===== src/rtl/mem_arbiter.sv =====
// Fetch / load-store arbiter: grants one requester at a time (alternating on ties) and holds its request on the memory bus until completion.
// Build option `MEM_ARB_TIMEOUT_EN aborts a bus request after TIMEOUT_CYCLES cycles without mem_ready.
module mem_arbiter #(
  parameter int TIMEOUT_CYCLES = 256
) (
  input  logic        clk,
  input  logic        rst_n,
  input  logic        i_valid,
  input  logic [31:0] i_addr,
  output logic        i_ready,
  output logic [31:0] i_rdata,
  output logic        i_err,
  input  logic        d_valid,
  input  logic [31:0] d_addr,
  input  logic [31:0] d_wdata,
  input  logic [3:0]  d_wstrb,
  output logic        d_ready,
  output logic [31:0] d_rdata,
  output logic        d_err,
  output logic        mem_valid,
  output logic        mem_instr,
  output logic [31:0] mem_addr,
  output logic [31:0] mem_wdata,
  output logic [3:0]  mem_wstrb,
  input  logic        mem_ready,
  input  logic [31:0] mem_rdata
);

  typedef enum logic [1:0] {IDLE, REQ, RESP} state_t;

  state_t state, state_nxt;
  logic   last_grant;  // 0 = fetch, 1 = data
  logic   gnt;         // port owning the current transaction
  logic   grant_sel;
  logic   done;
  logic   tmo;

  if (TIMEOUT_CYCLES < 2 || TIMEOUT_CYCLES > 65535) begin : g_bad_timeout
    $error("mem_arbiter: TIMEOUT_CYCLES out of range 2..65535");
  end

`ifdef MEM_ARB_TIMEOUT_EN
  logic [15:0] tmo_cnt;

  assign tmo = (state == REQ) && !mem_ready && (tmo_cnt == 16'(TIMEOUT_CYCLES - 1));

  // Held at zero outside REQ so every REQ entry starts a fresh count.
  always_ff @(posedge clk or negedge rst_n) begin
    if (!rst_n) begin
      tmo_cnt <= '0;
    end else if (state != REQ) begin
      tmo_cnt <= '0;
    end else if (!mem_ready) begin
      tmo_cnt <= tmo_cnt + 16'd1;
    end
  end
`else
  assign tmo = 1'b0;
`endif

  assign done = (state == REQ) && (mem_ready || tmo);

  always_comb begin
    grant_sel = 1'b0;
    if (i_valid && d_valid) begin
      grant_sel = ~last_grant;
    end else if (d_valid) begin
      grant_sel = 1'b1;
    end
  end

  always_ff @(posedge clk or negedge rst_n) begin
    if (!rst_n) begin
      state <= IDLE;
    end else begin
      state <= state_nxt;
    end
  end

  always_comb begin
    state_nxt = state;
    case (state)
      IDLE:    if (i_valid || d_valid) state_nxt = REQ;
      REQ:     if (done) state_nxt = RESP;
      RESP:    state_nxt = IDLE;
      default: state_nxt = IDLE;
    endcase
  end

  always_ff @(posedge clk or negedge rst_n) begin
    if (!rst_n) begin
      last_grant <= 1'b1;
      gnt        <= 1'b0;
      mem_valid  <= 1'b0;
      mem_instr  <= 1'b0;
      mem_addr   <= '0;
      mem_wdata  <= '0;
      mem_wstrb  <= '0;
      i_ready    <= 1'b0;
      i_rdata    <= '0;
      i_err      <= 1'b0;
      d_ready    <= 1'b0;
      d_rdata    <= '0;
      d_err      <= 1'b0;
    end else begin
      i_ready <= 1'b0;
      d_ready <= 1'b0;
      i_err   <= 1'b0;
      d_err   <= 1'b0;
      if (state == IDLE && (i_valid || d_valid)) begin
        gnt       <= grant_sel;
        mem_valid <= 1'b1;
        mem_instr <= ~grant_sel;
        mem_addr  <= grant_sel ? d_addr : i_addr;
        mem_wdata <= grant_sel ? d_wdata : 32'h0;
        mem_wstrb <= grant_sel ? d_wstrb : 4'h0;
      end
      if (done) begin
        mem_valid  <= 1'b0;
        last_grant <= gnt;
        if (gnt) begin
          d_ready <= 1'b1;
          d_rdata <= tmo ? 32'h0 : mem_rdata;
          d_err   <= tmo;
        end else begin
          i_ready <= 1'b1;
          i_rdata <= tmo ? 32'h0 : mem_rdata;
          i_err   <= tmo;
        end
      end
    end
  end

endmodule


===== config.mk =====
export PLATFORM = sky130hd
export DESIGN_NAME = mem_arbiter
export DESIGN_NICKNAME = d
export VERILOG_FILES = /design/src/rtl/mem_arbiter.sv
export SDC_FILE = /design/constraint.sdc
export NUM_CORES = 1
export LEC_CHECK = 0
export BUFFER_PORTS_ARGS = -buffer_cell sky130_fd_sc_hd__buf_4
export CORE_ASPECT_RATIO = 1.1
export CORE_MARGIN = 5
export CORE_UTILIZATION = 50
export DETAILED_ROUTE_END_ITERATION = 6
export PLACE_DENSITY = 0.91
export SETUP_SLACK_MARGIN = 0.3
export SYNTH_ARGS = -nofsm -noshare
export SYNTH_HDL_FRONTEND = slang
export SYNTH_SLANG_ARGS = --single-unit

===== constraint.sdc =====
create_clock -name clk -period 3.7 [get_ports clk]
set_clock_uncertainty 0.05 [all_clocks]
set_input_delay 0.555 -clock clk [delete_from_list [all_inputs] [get_ports clk]]
set_output_delay 0.555 -clock clk [all_outputs]
set_load 0.1 [all_outputs]

* Yosys cells after proc, flatten, opt, wreduce, memory -nomap -nowiden
Cells that the tools add are included.
** Storage, ports and cells
- Bits in registers :: 140
- Input port bits :: 137
- Output and inout port bits :: 138
** Operators by class
- Reduce and logical (&&, ||, !) cells :: 9
- Muxes and demuxes :: 14
- Equality and inequality tests :: 3
- Bitwise gates (word level) :: 3
** Operators by type and width (number)
- $mux W32 :: 2
- $mux W1 :: 8
- $reduce_and A2 Y1 :: 3
- $mux W2 :: 2
- $mux W4 :: 1
- $ne A2 B2 Y1 const B :: 2
- $pmux W2 S2 :: 1
- $logic_and A1 B1 Y1 :: 3
- $not A1 Y1 :: 3
- $eq A2 B1 Y1 const B :: 1
- $logic_not A2 Y1 :: 1
- $reduce_bool A2 Y1 :: 1
- $logic_or A1 B1 Y1 :: 1

* Depth between registers and ports, before layout
- Depth in word-level cells :: 4
- Depth in mapped cells :: 6
- Depth with buffers taken out :: 3

* Worst setup path after synthesis
Ideal clock, no wire load.
- Path kind :: input port to flip-flop
- Start point :: input d_valid
- End point :: register mem_addr[10]
- Arrival time :: 1579 ps
- Stages :: 4
- Buffers on the path :: 1
- Data required time :: 3524 ps
- Setup slack :: 1946 ps
- Library setup time :: 126 ps
- Cells stage by stage :: a21boi_2 buf_2 mux2_2 mux2_2
** Between the ends
- Word-level cells in the longest chain between the ends :: 3
- Elaborated cells between the ends (all ways) :: 6
** RTL lines
- from (decl) :: line 13 : input logic d_valid,
- $mux W1 / $logic_and A1 B1 Y1 (equally long branches) :: line 67, 65
- $mux W1 :: line 65 : if (i_valid && d_valid) begin
- $mux W32 :: line 114 : mem_addr <= grant_sel ? d_addr : i_addr;
- to (signal assigned) :: line 114
- to (decl) :: line 22 : output logic [31:0] mem_addr,
Several ways; a longest one is shown, not always the timed one.
A chain may end at the register's enable or synchronous reset.

* Worst setup path after layout
- Start point :: register state[1]
- End point :: register i_rdata[16]
** Between the ends
- Word-level cells in the longest chain between the ends :: 3
** RTL lines
- from (decl) :: line 31 : state_t state, state_nxt;
- from (signal assigned) :: line 76 : state <= state_nxt;
- $eq A2 B1 Y1 :: line 61 : assign done = (state == REQ) && (mem_ready || tmo);
- $logic_and A1 B1 Y1 :: line 61
- $reduce_and A2 Y1 (no source line)
- to (signal assigned) :: line 127 : i_rdata <= tmo ? 32'h0 : mem_rdata;
- to (decl) :: line 11 : output logic [31:0] i_rdata,
No other way between the ends.

==> run_results.csv <==
group,metric,value,unit
placement,place_ws,1180,ps
cells_and_area,areaGrowthSynthToFinish,48.3,%
synthesis,yosys_warnings,0,
critical_path,worstPathArrival,2600,ps
synthesis,async_reset_ff_frac,1.00,
synthesis,ys_top_cells_by_area,"dfrtp_1 (62%), mux2_2 (20%), mux2_4 (7.4%)",
cells_and_area,layout_commonest_cell,"buf_4",
floorplan,dieArea,13500,um2
synthesis,netlist_area,5650,um2
global_route,first_global_vias,4552,
synthesis,yosys.cell_types.count,25,
drt,post_drt_wl_per_cell,20.6,um
synthesis,synth_top_area_frac,0.616,
global_route,busiest_layer,"met2",
floorplan,start_util,0.513,
global_route,use_met2,0.420,
drt,vias,4096,
cts,cts_hold_buf,0,
floorplan,ios,275,
cells_and_area,layout.nets,758,
outcome,status,"completed",
cts,htreeDepth,4,
placement,place.detailed.hpwl,11700,um
global_route,grt.total_usage,0.243,
drt,firstDrtPassIters,4,
synthesis,avgSynthCellArea,16.3,um2
placement,gp_congestion,0.832,
sta,fmax,425,MHz
global_route,grt_max_degree,128,
synthesis,synth-seq-cells,140,
sta,slew_violations,0,
cts,clock_sinks,140,
floorplan,die_y,121,um
global_route,overflow,0,
synthesis,synth_area_leader_cell,"dfrtp_1",
critical_path,cp_max_fo,24,
global_route,use_met3,0.106,
cts,clk_pin_slew,60,ps
critical_path,crit_path_start_kind,"flop",
sta,hold_viol,0,
critical_path,rr_worst_depth,4,
synthesis,synth-edff-count,0,
hold_path,hold_path_class,"in2async",
synthesis,synth_cells,347,
cts,cts.path.max_buffers,2,
critical_path,worstPathRequired,3950,ps
cts,clk_latency,410,ps
cells_and_area,drive_gt1_frac,0.698,
drt,first_iter_violations,196,
sta,rsz0062_at_grt,"false",
sta,period_minus_slack,2350,ps
cells_and_area,final_cell_count_no_fill,780,
cells_and_area,postLayoutCoreUtil,0.761,
sta,relSlewSlack,0.242,
sta,fin_crit_sh,0.636,
critical_path,crit_path_end_kind,"flop",
placement,portBuffers,272,
critical_path,critPathKind,"reg2reg",
sta,finalSetupViolations,0,
cells_and_area,final_cell_mix,"buf_4 (277), dfrtp_1 (139), mux2_2 (100), a22o_1 (36), mux2_4 (28)",
drt,drc_errors,0,
sta,tightest_slew,1140,ps
synthesis,yosysSeqAreaShare,0.620,
cells_and_area,n_fill_cell,692,
synthesis,synthFlopType,"dfrtp_1",
drt,wl,16100,um
cts,cts_setup_buffers,0,
global_route,use_met1,0.266,
placement,dp_cells,749,
floorplan,core,11000,um2
cts,cts_tree,"built",
drt,ant_nets,0,
drt,vias_per_cell,5.25,
global_route,antenna_found_initial,0,
job,maxCapViolations,0,
cts,numCtsBuffers,17,
cts,cts-resized-gates,0,
floorplan,num_rows,40,
sta,final.setup.worst_slack,1350,ps
floorplan,die_w,111,um
cts,root_buffer,"clkbuf_16",
cells_and_area,antenna_cells,0,
sta,final.setup.tns,0,ps
global_route,grt_pass1_wl,25300,um
## path summary, 6_finish.rpt
| check | startpoint | slack [ps] | endpoint |
|---|---|---|---|
| worst max-delay path | state[1] | 1350 | i_rdata[16] |
| worst min-delay path | rst_n | 260 | d_rdata[2] |
| worst max register to register | state[1] | 1350 | i_rdata[16] |
| worst min register to register | mem_addr[10] | 460 | mem_addr[10] |
| max in group asynchronous | rst_n | 2540 | mem_addr[14] |
| min in group clk | mem_ready | 300 | state[0] |
## sequential cells by signal, summed over array words and instances, names as in the netlist
register    flops
i_ready         1
d_ready         1
mem_instr       1
gnt             1
i_rdata        32
mem_addr       32
d_rdata        32
mem_wdata      32
mem_valid       1
state           2
mem_wstrb       4
last_grant      1
## cell usage after synthesis (2+ instances only)
| cell type | number |
|---|---|
| buf_12 | 3 |
| nor2_1 | 3 |
| clkbuf_1 | 5 |
| a21oi_1 | 2 |
| buf_6 | 2 |
| a22o_1 | 36 |
| buf_2 | 10 |
| dfrtp_1 | 139 |
| buf_4 | 2 |
| mux2_4 | 28 |
| buf_1 | 2 |
| mux2_2 | 100 |
| inv_1 | 3 |
## layer usage
metal	vias up	wire, um
li1	1799	-
met1	2027	5670
met2	239	8340
met3	31	1600
met4	0	456
met5	-	0
## worst max-delay path, cell delays in order, from the launching register on
cell and delay (ps):
dfrtp_1 380, and3b_1 310, nor2b_4 760, buf_4 380, mux2_4 340
## kinds of logic after synthesis
| group | after synthesis | synth area share |
|---|---|---|
| DFF | 140 | 0.620 |
| buffers and inverters | 27 | 0.0328 |
| muxes | 128 | 0.274 |
| and+or+nand+nor | 9 | 0.00997 |
| AOI/OAI and AO/OA | 42 | 0.0627 |
| other | 1 | 0.000664 |
## final cells by class
| class | instances | area (um2) | share of cell area |
|---|---|---|---|
| Clock buffer | 18 | 439 | 0.0524 |
| Clock inverter | 13 | 168 | 0.0200 |
| Inverter | 3 | 11.3 | 0.00134 |
| Multi-Input combinational cell | 181 | 1980 | 0.237 |
| Sequential cell | 140 | 3500 | 0.418 |
| Tap cell | 147 | 184 | 0.0219 |
| Timing Repair Buffer | 278 | 2090 | 0.249 |
## per-stage QoR
step | hold WS (ps) | cell area, um2
global placement | 440 | 7770
global route | 285 | 8380
CTS | 284 | 8380
detailed placement | 443 | 7770
floorplan | 209 | 5650
finish | 256 | 8380
Power is left out: the tool's default activity adds up to more than one toggle a clock period on the data nets, which glitch-free logic cannot reach.
